File: src/rtl/picorv32_mem_arbiter.sv
// Two-master round-robin arbiter for the PicoRV32 native memory interface.
// A grant lasts one full transaction; a wait-state watchdog ends hung slave accesses with an error read value.
module picorv32_mem_arbiter #(
  parameter int unsigned TIMEOUT_CYCLES = 255,
  parameter logic [31:0] ERR_RDATA      = 32'hDEADBEEF
) (
  input  logic        clk,
  input  logic        resetn,

  input  logic        m0_mem_valid,
  input  logic        m0_mem_instr,
  input  logic [31:0] m0_mem_addr,
  input  logic [31:0] m0_mem_wdata,
  input  logic [3:0]  m0_mem_wstrb,
  output logic        m0_mem_ready,
  output logic [31:0] m0_mem_rdata,

  input  logic        m1_mem_valid,
  input  logic        m1_mem_instr,
  input  logic [31:0] m1_mem_addr,
  input  logic [31:0] m1_mem_wdata,
  input  logic [3:0]  m1_mem_wstrb,
  output logic        m1_mem_ready,
  output logic [31:0] m1_mem_rdata,

  output logic        mem_valid,
  output logic        mem_instr,
  output logic [31:0] mem_addr,
  output logic [31:0] mem_wdata,
  output logic [3:0]  mem_wstrb,
  input  logic        mem_ready,
  input  logic [31:0] mem_rdata,

  output logic        grant_id,
  output logic        busy,
  output logic        timeout_err
);

  typedef enum logic [1:0] {
    IDLE   = 2'd0,
    ACTIVE = 2'd1,
    RESP   = 2'd2
  } state_t;

  localparam bit          TIMEOUT_EN = (TIMEOUT_CYCLES != 0);
  localparam logic [15:0] WAIT_LIMIT = 16'(TIMEOUT_CYCLES - 1);

  state_t      state, state_next;
  logic        owner;
  logic        last_owner;
  logic        err_q;
  logic [15:0] wait_cnt;
  logic [31:0] rdata_q;
  logic        any_req;
  logic        sel;
  logic        timeout_hit;

  assign any_req     = m0_mem_valid | m1_mem_valid;
  assign timeout_hit = TIMEOUT_EN && (wait_cnt == WAIT_LIMIT);

  // NOTE: combinational blocks assign every output a default first so no latch is inferred.
  always_comb begin
    sel = m1_mem_valid;
    if (m0_mem_valid && m1_mem_valid) sel = ~last_owner;
  end

  always_comb begin
    state_next = state;
    case (state)
      IDLE:    if (any_req) state_next = ACTIVE;
      ACTIVE:  if (mem_ready || timeout_hit) state_next = RESP;
      RESP:    state_next = IDLE;
      default: state_next = IDLE;
    endcase
  end

  // NOTE: sequential state uses non-blocking assignments so every register samples pre-edge values.
  always_ff @(posedge clk or negedge resetn) begin
    if (!resetn) state <= IDLE;
    else         state <= state_next;
  end

  always_ff @(posedge clk or negedge resetn) begin
    if (!resetn) begin
      owner      <= 1'b0;
      last_owner <= 1'b1;
      err_q      <= 1'b0;
      wait_cnt   <= '0;
      rdata_q    <= '0;
      mem_instr  <= 1'b0;
      mem_addr   <= '0;
      mem_wdata  <= '0;
      mem_wstrb  <= '0;
    end else begin
      case (state)
        IDLE: begin
          if (any_req) begin
            owner     <= sel;
            wait_cnt  <= '0;
            mem_instr <= sel ? m1_mem_instr : m0_mem_instr;
            mem_addr  <= sel ? m1_mem_addr  : m0_mem_addr;
            mem_wdata <= sel ? m1_mem_wdata : m0_mem_wdata;
            mem_wstrb <= sel ? m1_mem_wstrb : m0_mem_wstrb;
          end
        end
        ACTIVE: begin
          // A slave response in the watchdog's final cycle still counts as a normal completion.
          if (mem_ready) begin
            rdata_q <= mem_rdata;
          end else if (timeout_hit) begin
            rdata_q <= ERR_RDATA;
            err_q   <= 1'b1;
          end else begin
            wait_cnt <= wait_cnt + 16'd1;
          end
        end
        RESP: begin
          last_owner <= owner;
          err_q      <= 1'b0;
        end
        default: ;
      endcase
    end
  end

  // Handshake outputs decode directly from the state register so they fall with an async reset.
  assign mem_valid    = (state == ACTIVE);
  assign m0_mem_ready = (state == RESP) && !owner;
  assign m1_mem_ready = (state == RESP) &&  owner;
  assign m0_mem_rdata = rdata_q;
  assign m1_mem_rdata = rdata_q;
  assign timeout_err  = (state == RESP) && err_q;
  assign grant_id     = owner;
  assign busy         = (state != IDLE);

endmodule

File: config.mk
export PLATFORM = sky130hd
export DESIGN_NAME = picorv32_mem_arbiter
export DESIGN_NICKNAME = d
export VERILOG_FILES = /design/src/rtl/picorv32_mem_arbiter.sv
export SDC_FILE = /design/constraint.sdc
export NUM_CORES = 1
export LEC_CHECK = 0
export CELL_PAD_IN_SITES_DETAIL_PLACEMENT = 0
export CELL_PAD_IN_SITES_GLOBAL_PLACEMENT = 2
export CORE_UTILIZATION = 25
export CTS_BUF_LIST = sky130_fd_sc_hd__clkbuf_4
export DETAILED_ROUTE_END_ITERATION = 6
export PLACE_DENSITY_LB_ADDON = 0.1
export SLEW_MARGIN = 20
export SYNTH_ARGS = -nofsm -noshare
export SYNTH_HDL_FRONTEND = slang
export SYNTH_SLANG_ARGS = --single-unit
export TNS_END_PERCENT = 5
File: constraint.sdc
create_clock -name clk -period 5 [get_ports clk]
set_input_delay 1 -clock clk [delete_from_list [all_inputs] [get_ports clk]]
set_output_delay 1 -clock clk [all_outputs]
set_load 0.005 [all_outputs]
[Yosys cells after proc, flatten, opt, wreduce, memory -nomap -nowiden]
Index checks and enable logic that the tools add are counted.
Storage, ports and cells
  register bits: 122
  word-level logic and storage cells: 54
  input bits: 175
  output and inout port bits: 139
Cells by class
  equality and inequality tests: 8
  bitwise logic cells: 2
  multiplexer cells: 17
  add/subtract/negate cells: 1
  reduce and logical (&&, ||, !) cells: 16
Operators by type and width (count)
  32-bit two-way mux: 4
  16-bit two-way mux: 3
  16-bit one-hot mux with 2 select lines: 1
  16-bit by 1-bit adder with 16-bit output, second input constant: 1
  16-bit by 8-bit == test with 1-bit output, second input constant: 1
  2-bit nonzero test: 4
  2-bit != test, second input constant: 3
  2-bit AND reduction: 3
  1-bit logical AND: 4
  1-bit two-way mux: 4
  2-bit two-way mux: 2
  4-bit two-way mux: 1
  2-bit by 1-bit != test with 1-bit output, second input constant: 2
  2-bit one-hot mux with 2 select lines: 1
  4-bit AND reduction: 1
  3-bit AND reduction: 1
  2-bit by 1-bit == test with 1-bit output, second input constant: 1
  2-bit == test, second input constant: 1
  2-bit logical NOT: 1
  1-bit one-hot mux with 2 select lines: 1
  1-bit logical NOT: 1
  1-bit logical OR: 1
  1-bit NOT: 1
  1-bit OR: 1

[Longest topological paths before layout]
Gate-level depths: netlist (run 1).
  depth in word-level cells: 4
  gate-level depth with buffers: 9
  depth with buffers taken out: 6

[Worst setup path before layout (run 1)]
No wires, ideal clock.
  path type: input to register
  start point: input m1_mem_valid
  end point: register wait_cnt[15]
  cell stages on the path: 5
  slack: 2.839 ns
  path buffers: 1
  required time: 4.874 ns
  library setup time: 0.126 ns
  arrival: 2.035 ns
  cell sequence: or3b_1 buf_2 o211ai_4 nor3_1 a221o_1
Between the ends
  word-level cells in the longest chain between the ends: 3
RTL lines
  start, declared: line 18  | input logic m1_mem_valid,
  1-bit OR: line 58  | assign any_req = m0_mem_valid | m1_mem_valid;
  2-bit != test (no line)
  4-bit AND reduction (no line)
  end signal, assigned: line 114  | wait_cnt <= wait_cnt + 16'd1;
  end, declared: line 52  | logic [15:0] wait_cnt;
Every way passes these cells.
A chain may end at the register's enable or synchronous reset.

[Worst setup path in the final report (run 1)]
  start point: register state[1]
  end point: output mem_valid
Between the ends
  word-level cells in the longest chain between the ends: 1
RTL lines
  start, declared: line 48  | state_t state, state_next;
  start signal, assigned: line 80  | else state <= state_next;
  2-bit by 1-bit == test with 1-bit output: line 127  | assign mem_valid = (state == ACTIVE);
  end, declared: line 26  | output logic mem_valid,
Every way passes these cells.

==> flow_metrics.env, run 1 <==
export IMPL_status="finished, final reports clean"
export IMPL_power_density_nw_per_um2=519
export IMPL_hp_class="reg2reg"
export IMPL_layout_worst_path_cycle_share_pct=59.8
export IMPL_synth_cell_types=52
export IMPL_syn_area_um2=5910
export IMPL_r2r_setup_slack_ns=2.39
export IMPL_synth_seq_area_share_pct=51.6
export IMPL_core_region_area_um2=22900
export IMPL_syn_nets=723
export IMPL_clockRootBuffer="clkbuf_4"
export IMPL_hold_slack_ns=0.488
export IMPL_startpoint_type="register"
export IMPL_yosysWarnings=0
export IMPL_maxSlewViolCount=0
export IMPL_hold_end="mem_addr[6]"
export IMPL_die_area_um2=24300
export IMPL_path_buf_inv=3
export IMPL_grt_pass1_vias=5441
export IMPL_skew_ns=0.0212
export IMPL_setup_tns_final_ns=0
export IMPL_io_buffers=313
export IMPL_final_common_cell="clkdlybuf4s50_1"
export IMPL_path_clk_slew_ns=0.10
export IMPL_io_pins=314
export IMPL_ctsHoldBuffers=0
export IMPL_setup_viol=0
export IMPL_worst_r2r_startpoint="state[1]"
export IMPL_grt_overflow=0
export IMPL_ys_async_sr_fraction_pct=100
export IMPL_final_util_pct=41.3
export IMPL_synth_edff_count=0
export IMPL_max_stage_delay_ns=0.56
export IMPL_worstSkewPairLatency_ns=0.52
export IMPL_antenna_found_initial=1
export IMPL_avgSynthCellArea_um2=10.9
export IMPL_reg2reg_depth=7
export IMPL_fin_crit_ns=2.99
export IMPL_start_util_pct=25.8
export IMPL_die_y_um=156
export IMPL_min_delay_start="mem_addr[6]"
export IMPL_clockBufferDepth=2
export IMPL_area_delta_synth_final_pct=60.1
export IMPL_cp_arrival_ns=1.99
export IMPL_seq_power_share_pct=34.3
export IMPL_drive_gt1_share_pct=7.13
export IMPL_holdPathStages=2
export IMPL_wl_met1_um=7580
export IMPL_top_layer="met4"
export IMPL_detail_route_antenna_nets=0
export IMPL_hpwl_um=15200
export IMPL_gp_congestion=0.755
export IMPL_rsz0062_at_grt="false"
export IMPL_most_common_layout_cells="312 x clkdlybuf4s50_1, 121 x dfrtp_1, 77 x o21ai_0"
export IMPL_routed_wl_met3_um=2020
export IMPL_htree_num_levels=4
export IMPL_cts_resized=0
export IMPL_synth_top_cell_area_share_pct=51.2
export IMPL_crit_path_max_fanout=18
export IMPL_vdd_drop_max_uv=206
export IMPL_first_pass_iters=4
export IMPL_dr_wl_met2_um=10200
export IMPL_cap_violations=0
export IMPL_numCtsBuffers=17
export IMPL_grtUsageTotal_pct=17.0
export IMPL_slowest_stage="clkdlybuf4s50_1"
export IMPL_synth_area_leader_cell="dfrtp_1"
export IMPL_power_share_switching_pct=33.7
export IMPL_relSlewSlack_pct=34.0
export IMPL_vias=5136
export IMPL_dpl_cell_area_um2=9110
export IMPL_hold_violations=0
export IMPL_chipWidth_um=156
export IMPL_grt_max_degree=53
export IMPL_wl_per_cell_um=17.5
export IMPL_synthCells=543
export IMPL_num_rows=55
export IMPL_wl_um=20000
export IMPL_required_ns=4.00
export IMPL_p_comb_share_pct=48.2
export IMPL_synth_area_leaders="dfrtp_1 51%, mux2i_1 12%, o21ai_0 6.5%"
export IMPL_p_int_mw=3.26
export IMPL_p_leak_nw=3.94
export IMPL_crit_chain="inv_1 -> ha_1 -> buf_4 -> clkdlybuf4s50_1"
export IMPL_drtIter0Drc=213
export IMPL_worst_pin_slew_ns=0.988
export IMPL_nNetsFinal=995
export IMPL_grt_pass1_wl_um=31100
export IMPL_ys_flop_type="dfrtp_1"
export IMPL_reg2reg_to="wait_cnt[5]"
export IMPL_vias_per_cell=4.50
export IMPL_cts_setup_buffers=0
export IMPL_cts_tree="done"
export IMPL_cp_top_family="buffers and inverters"
export IMPL_critPathKind="reg2out"
export IMPL_power_total_mw=4.92
export IMPL_drc=0
export IMPL_worstSetupEndpointType="output pin"
export IMPL_ys_seq_elements=122
export IMPL_cts_sinks=122
export IMPL_p_sw_mw=1.66
export IMPL_max_freq_ghz=0.334
export IMPL_pwr_share_clk_pct=17.5
export IMPL_fin_area_um2=9470
cells in the mapped netlist, types with 2 or more instances:
library cell	instances
o41ai_1	4
o21ai_0	77
o21a_1	2
o31ai_1	16
and4_4	2
clkbuf_1	19
inv_1	6
buf_4	33
nand3_1	7
a31oi_1	6
buf_2	13
and2_1	6
nor2_1	5
and3_1	2
dfrtp_1	121
nand2_1	75
and4_1	2
o41a_1	2
a22o_1	9
buf_6	4
ha_1	5
o21ai_1	2
o22a_1	24
mux2i_1	70
a41oi_1	2
nand4_1	3
final cells by class:
type	instances	area, um2
well taps	313	392
fillers	2208	13400
multi-input cells	344	2420
diodes	1	2.50
clock inverters	15	225
inverters	7	26.3
flip-flops and latches	122	3050
repair buffers	323	3220
clock buffers	17	128
worst reg2reg max path, stage by stage, from the launching register on:
cell	delay [ns]
dfrtp_1	0.37
inv_1	0.07
ha_1	0.17
buf_4	0.22
nand2_1	0.76
o211ai_4	0.39
o31ai_1	0.37
o31ai_1	0.13
per-stage QoR:
step                      worst slack (ns)  instances
after global routing                  1.85       1142
after floorplan                       2.84        543
after detailed placement              1.64       1109
after global placement                1.75       1109
after CTS                             1.90       1141
final                                 2.01       1142
metal layers:
layer  vias to the layer above  global-route usage (%)
li1                       2473                       -
met1                      2420                    18.4
met2                       236                    30.3
met3                         7                    7.58
met4                         0                    3.64
met5                         -                       0
registers in the layout, summed over array words and instances, names as in the netlist:
signal	flops
m0_mem_rdata	32
mem_addr	32
mem_wdata	32
wait_cnt	16
mem_wstrb	4
state	2
err_q	1
grant_id	1
last_owner	1
mem_instr	1
cell families (layout without fill, tap and decap cells):
group           Yosys count  in the layout  share of synthesized area (%)
other cells               0              1                              0
mux                      71             71                           12.0
compound gates          154            154                           17.8
simple gates            114            114                           9.73
buf+inv                  77            362                           7.76
fa+ha+maj                 5              5                           1.06
flops                   122            122                           51.6
how the worst max path moves through the flow:
stage	endpoint	start	slack (ns)	cells after the start
after floorplan	wait_cnt[15]	m1_mem_valid	2.84	5
after global placement	wait_cnt[15]	mem_ready	1.75	5
after detailed placement	wait_cnt[15]	mem_ready	1.64	5
after CTS	busy	state[0]	1.90	4
after global routing	busy	state[1]	1.85	4
final	mem_valid	state[1]	2.01	4
power by group through the flow:
| stage | Combinational, mW | Sequential, mW | Clock (mW) |
|---|---|---|---|
| final | 2.37 | 1.69 | 0.858 |
| after floorplan | 1.01 | 1.70 | 0 |
| after detailed placement | 2.42 | 1.71 | 0 |
| after CTS | 2.42 | 1.69 | 0.896 |
| after global routing | 2.60 | 1.75 | 0.937 |
| after global placement | 2.40 | 1.69 | 0 |
No activity file was read; power rests on OpenSTA's default activity.
==> inputs of run 2 (changes only) <==
Settings changed: CORE_UTILIZATION 25 to 23.
Clock period 5 ns to 3.1 ns, I/O delays scaled along.
==> run 2 against run 1 <==
- register-to-register slack got worse by 1.6 ns
- via count fell by 1.4%
- worst setup slack got worse by 1.7 ns
- first-iteration DRC count rose by 8.5%
- global-route usage fell by 1.7 points
- sequential share of layout area rose by 0.081 points
- routed wire length fell by 1.3%
- sequential power rose by 62%
- critical endpoint unchanged
==> flow_metrics.env, run 2 (synthesis gave the netlist of run 1 again) <==
export IMPL_rsz0062_at_grt="false"
export IMPL_cts_resized=0
export IMPL_grt_pass1_vias=5267
export IMPL_die_area_um2=26400
export IMPL_num_rows=58
export IMPL_startpoint_type="register"
export IMPL_crit_path_start="state[1]"
export IMPL_start_util_pct=23.5
export IMPL_relSlewSlack_pct=57.6
export IMPL_antenna_found_initial=2
export IMPL_power_density_nw_per_um2=820
export IMPL_worstSkewPairLatency_ns=0.54
export IMPL_crit_chain="inv_1 -> ha_1 -> clkdlybuf4s50_1"
export IMPL_cp_arrival_ns=2.21
export IMPL_fin_area_um2=9450
export IMPL_hold_violations=0
export IMPL_worstSetupEndpointType="output pin"
export IMPL_wl_per_cell_um=17.0
export IMPL_area_delta_synth_final_pct=59.7
export IMPL_final_util_pct=37.5
export IMPL_first_pass_iters=4
export IMPL_gp_congestion=0.773
export IMPL_setup_tns_final_ns=0
export IMPL_final_common_cell="clkdlybuf4s50_1"
export IMPL_clockBufferDepth=2
export IMPL_cts_tree="done"
export IMPL_dpl_cell_area_um2=9150
export IMPL_hp_class="in2async"
export IMPL_maxSlewViolCount=0
export IMPL_skew_ns=0.0321
export IMPL_core_region_area_um2=25200
export IMPL_io_buffers=313
export IMPL_grt_overflow=0
export IMPL_status="finished, final reports clean"
export IMPL_cts_sinks=122
export IMPL_vias_per_cell=4.37
export IMPL_path_buf_inv=2
export IMPL_fillers=2452
export IMPL_fin_crit_ns=2.83
export IMPL_max_stage_delay_ns=0.63
export IMPL_required_ns=2.48
export IMPL_setup_viol=0
export IMPL_post_place_ws_ns=0.448
export IMPL_grt_max_degree=139
export IMPL_drtIter0Drc=231
export IMPL_detail_route_antenna_nets=0
export IMPL_die_y_um=162
export IMPL_wl_um=19700
export IMPL_crit_path_max_fanout=13
export IMPL_p_leak_nw=3.90
export IMPL_grtUsageTotal_pct=15.3
export IMPL_chipWidth_um=162
export IMPL_drive_gt1_share_pct=6.78
export IMPL_vias=5066
export IMPL_worst_r2r_startpoint="state[1]"
export IMPL_cts_setup_buffers=0
export IMPL_max_freq_ghz=0.353
export IMPL_vdd_drop_max_uv=432
export IMPL_clockRootBuffer="clkbuf_4"
export IMPL_critPathKind="reg2out"
export IMPL_hpwl_um=14500
export IMPL_worst_pin_slew_ns=0.636
export IMPL_layout_worst_path_cycle_share_pct=91.3
export IMPL_power_total_mw=7.74
export IMPL_fin_ws_ns=0.271
export IMPL_cap_violations=0
export IMPL_nNetsFinal=993
export IMPL_io_pins=314
export IMPL_slowest_stage="clkdlybuf4s50_1"
export IMPL_path_clk_slew_ns=0.12
export IMPL_grt_pass1_wl_um=30300
export IMPL_cp_top_family="buffers and inverters"
export IMPL_drc=0
export IMPL_numCtsBuffers=17
export IMPL_r2r_setup_slack_ns=0.78
export IMPL_htree_num_levels=4
export IMPL_ctsHoldBuffers=0
export IMPL_most_common_layout_cells="312 x clkdlybuf4s50_1, 121 x dfrtp_1, 77 x o21ai_0"
==> run 2: worst reg2reg max path, cell delays in order (launching register included) <==
cell and delay, ns:
dfrtp_1 0.40, inv_1 0.10, ha_1 0.56, and4b_1 0.31
and4_1 0.57, o31ai_1 0.16, o41ai_1 0.10
==> run 2: worst paths after layout <==
check | end | depth (start not counted)
setup / recovery | mem_valid | 3
setup reg to reg | wait_cnt[6] | 6
min in group clk | mem_wdata[2] | 2
hold / removal | m0_mem_rdata[5] | 1
hold reg to reg | mem_wdata[2] | 2
max in group asynchronous | mem_wdata[5] | 2
==> run 2: stage by stage <==
stage               cells  hold WS [ns]
global placement     1124         0.462
detailed placement   1124         0.469
finish               1158        0.0714
floorplan             543         0.324
global route         1158        0.0397
CTS                  1156        0.0339
==> run 2: power by group <==
part	leakage, nW	switching (mW)	internal, mW
Sequential	1.49	0.446	2.28
Combinational	2.27	1.53	2.26
Clock	0.142	0.660	0.567
==> run 2: cell type report <==
| cell class | instances | area (um2) | share of cell area, % |
|---|---|---|---|
| clock buffers | 19 | 143 | 1.51 |
| flip-flops and latches | 122 | 3050 | 32.3 |
| repair buffers | 321 | 3230 | 34.2 |
| inverters | 7 | 26.3 | 0.278 |
| clock inverters | 13 | 153 | 1.62 |
| multi-input cells | 344 | 2420 | 25.7 |
| diodes | 2 | 5.00 | 0.0530 |
| well taps | 330 | 413 | 4.37 |
==> run 2: per-layer routing <==
layer	up-vias	part of all wire, %	GRT usage, %
met4	0	1.3	4.72
met5	-	0	0
met2	209	49	25.7
met1	2385	40	17.5
met3	12	10	6.67
li1	2460	-	-
==> inputs of run 3 (changes only) <==
Settings changed: CORE_ASPECT_RATIO from default to 0.9, CORE_UTILIZATION 23 to 38, DONT_BUFFER_PORTS from default to 1.
==> run 3 against run 2 <==
- the run now ends with hold timing left
- fmax up 22%
- die area fell by 39%
- combinational power down 59%
- routed wire length shrank 27%
- global-route usage increased by 3.2 points
- total power shrank 27%
- first-iteration DRC count shrank 26%
- non-clock buffer count is 316 lower
- hold slack got worse by 0.29 ns
- final cell count decreased by 39%
- sequential power grew 9.2%
==> flow_metrics.env, run 3 (synthesis gave the netlist of run 1 again) <==
export IMPL_hp_class="in2async"
export IMPL_vias=3849
export IMPL_grtUsageTotal_pct=18.5
export IMPL_relSlewSlack_pct=37.8
export IMPL_pwr_share_clk_pct=19.4
export IMPL_status="finished, violations left"
export IMPL_fillers=1486
export IMPL_fin_crit_ns=2.31
export IMPL_area_delta_synth_final_pct=2.77
export IMPL_cts_resized=0
export IMPL_hpwl_um=10300
export IMPL_p_comb_share_pct=27.9
export IMPL_io_pins=314
export IMPL_placed_cells=676
export IMPL_grt_pass1_wl_um=22200
export IMPL_num_rows=42
export IMPL_max_freq_ghz=0.432
export IMPL_grt_max_degree=123
export IMPL_chipWidth_um=134
export IMPL_fin_area_um2=6080
export IMPL_cp_arrival_ns=2.73
export IMPL_rsz0062_at_grt="false"
export IMPL_power_share_switching_pct=39.4
export IMPL_seq_power_share_pct=52.8
export IMPL_htree_num_levels=4
export IMPL_cap_violations=0
export IMPL_endpoint="wait_cnt[15]"
export IMPL_wl_um=14500
export IMPL_nNetsFinal=677
export IMPL_final_common_cell="dfrtp_1"
export IMPL_drive_gt1_share_pct=10.0
export IMPL_worst_r2r_startpoint="state[0]"
export IMPL_core_region_area_um2=15000
export IMPL_critPathKind="reg2reg"
export IMPL_io_buffers=0
export IMPL_clockBufferDepth=2
export IMPL_final_cells=710
export IMPL_drc=0
export IMPL_reg2reg_to="wait_cnt[15]"
export IMPL_first_pass_iters=4
export IMPL_worstSkewPairLatency_ns=0.53
export IMPL_worst_pin_slew_ns=0.929
export IMPL_drtIter0Drc=172
export IMPL_layout_worst_path_cycle_share_pct=74.7
export IMPL_dpl_cell_area_um2=5800
export IMPL_crit_path_start="state[0]"
export IMPL_grt_pass1_vias=3934
export IMPL_p_int_mw=3.42
export IMPL_maxSlewViolCount=0
export IMPL_numCtsBuffers=17
export IMPL_post_place_ws_ns=0.797
export IMPL_power_total_mw=5.65
export IMPL_die_y_um=120
export IMPL_detail_route_antenna_nets=0
export IMPL_crit_path_max_fanout=17
export IMPL_required_ns=3.52
export IMPL_start_util_pct=39.5
export IMPL_cts_setup_buffers=0
export IMPL_antenna_found_initial=1
export IMPL_setup_viol=0
export IMPL_vias_per_cell=5.42
export IMPL_setup_tns_final_ns=0
export IMPL_cts_sinks=122
export IMPL_final_util_pct=40.6
export IMPL_grt_overflow=0
export IMPL_skew_ns=0.0140
export IMPL_hold_violations=121
export IMPL_p_sw_mw=2.23
export IMPL_wl_per_cell_um=20.4
export IMPL_violations="hold timing"
export IMPL_gp_congestion=0.760
export IMPL_fin_ws_ns=0.786
export IMPL_cts_tree="done"
export IMPL_die_area_um2=16100
export IMPL_reg2reg_depth=6
export IMPL_hold_slack_ns=-0.220
export IMPL_r2r_setup_slack_ns=0.79
export IMPL_worstSetupEndpointType="register"
export IMPL_p_leak_nw=2.66
export IMPL_power_density_nw_per_um2=930
export IMPL_path_clk_slew_ns=0.10
export IMPL_clockRootBuffer="clkbuf_4"
export IMPL_most_common_layout_cells="121 x dfrtp_1, 77 x o21ai_0, 75 x nand2_1"
export IMPL_vdd_drop_max_uv=333
export IMPL_startpoint_type="register"
## run 3: changes by cell type in the layout (fill, tap and decap cells not counted), sizes merged
| cell | change |
|---|---|
| bufinv | -1 |
| buf | -4 |
| clkinvlp | -2 |
| clkinv | +3 |
| clkdlybuf4s50 | -312 |
## run 3: final cells by class
type / instances / area (um2) / share of cell area (%)
well taps: 198 / 248 / 4.08
flip-flops and latches: 122 / 3050 / 50.2
repair buffers: 5 / 50.0 / 0.823
inverters: 7 / 26.3 / 0.432
multi-input cells: 344 / 2420 / 39.9
diodes: 2 / 5.00 / 0.0823
clock buffers: 19 / 143 / 2.35
clock inverters: 13 / 129 / 2.12
## run 3: critical path, stage by stage, from the launching register on
cell      delay (ns)
dfrtp_1         0.39
inv_1           0.10
ha_1            0.36
or3b_1          0.61
o211ai_4        0.33
nor3_1          0.09
a221o_1         0.33
## run 3: worst min path at each step
stage / to / from / depth (start not counted) / slack [ns]
6_report: wait_cnt[7] / resetn / 0 / -0.22
5_1_grt: m0_mem_rdata[31] / resetn / 0 / -0.31
4_1_cts: mem_addr[23] / resetn / 0 / -0.29
3_5_place_dp: wait_cnt[0] / resetn / 0 / 0.33
3_3_place_gp: wait_cnt[3] / resetn / 0 / 0.33
2_1_floorplan: err_q / resetn / 0 / 0.32
## run 3: power by group through the flow
stage	sequential, mW	combinational, mW	clock, mW
floorplan	2.75	1.64	0
global placement	3.05	1.56	0
detailed placement	3.03	1.62	0
CTS	3.01	1.61	1.14
global route	3.09	1.82	1.22
finish	2.98	1.57	1.09
## run 3: routing by layer
layer / share of wire (%) / GRT usage (%)
met1: 41 / 21.9
met4: 2.3 / 8.10
met3: 6.7 / 6.29
met2: 50 / 30.6
met5: 0 / 0
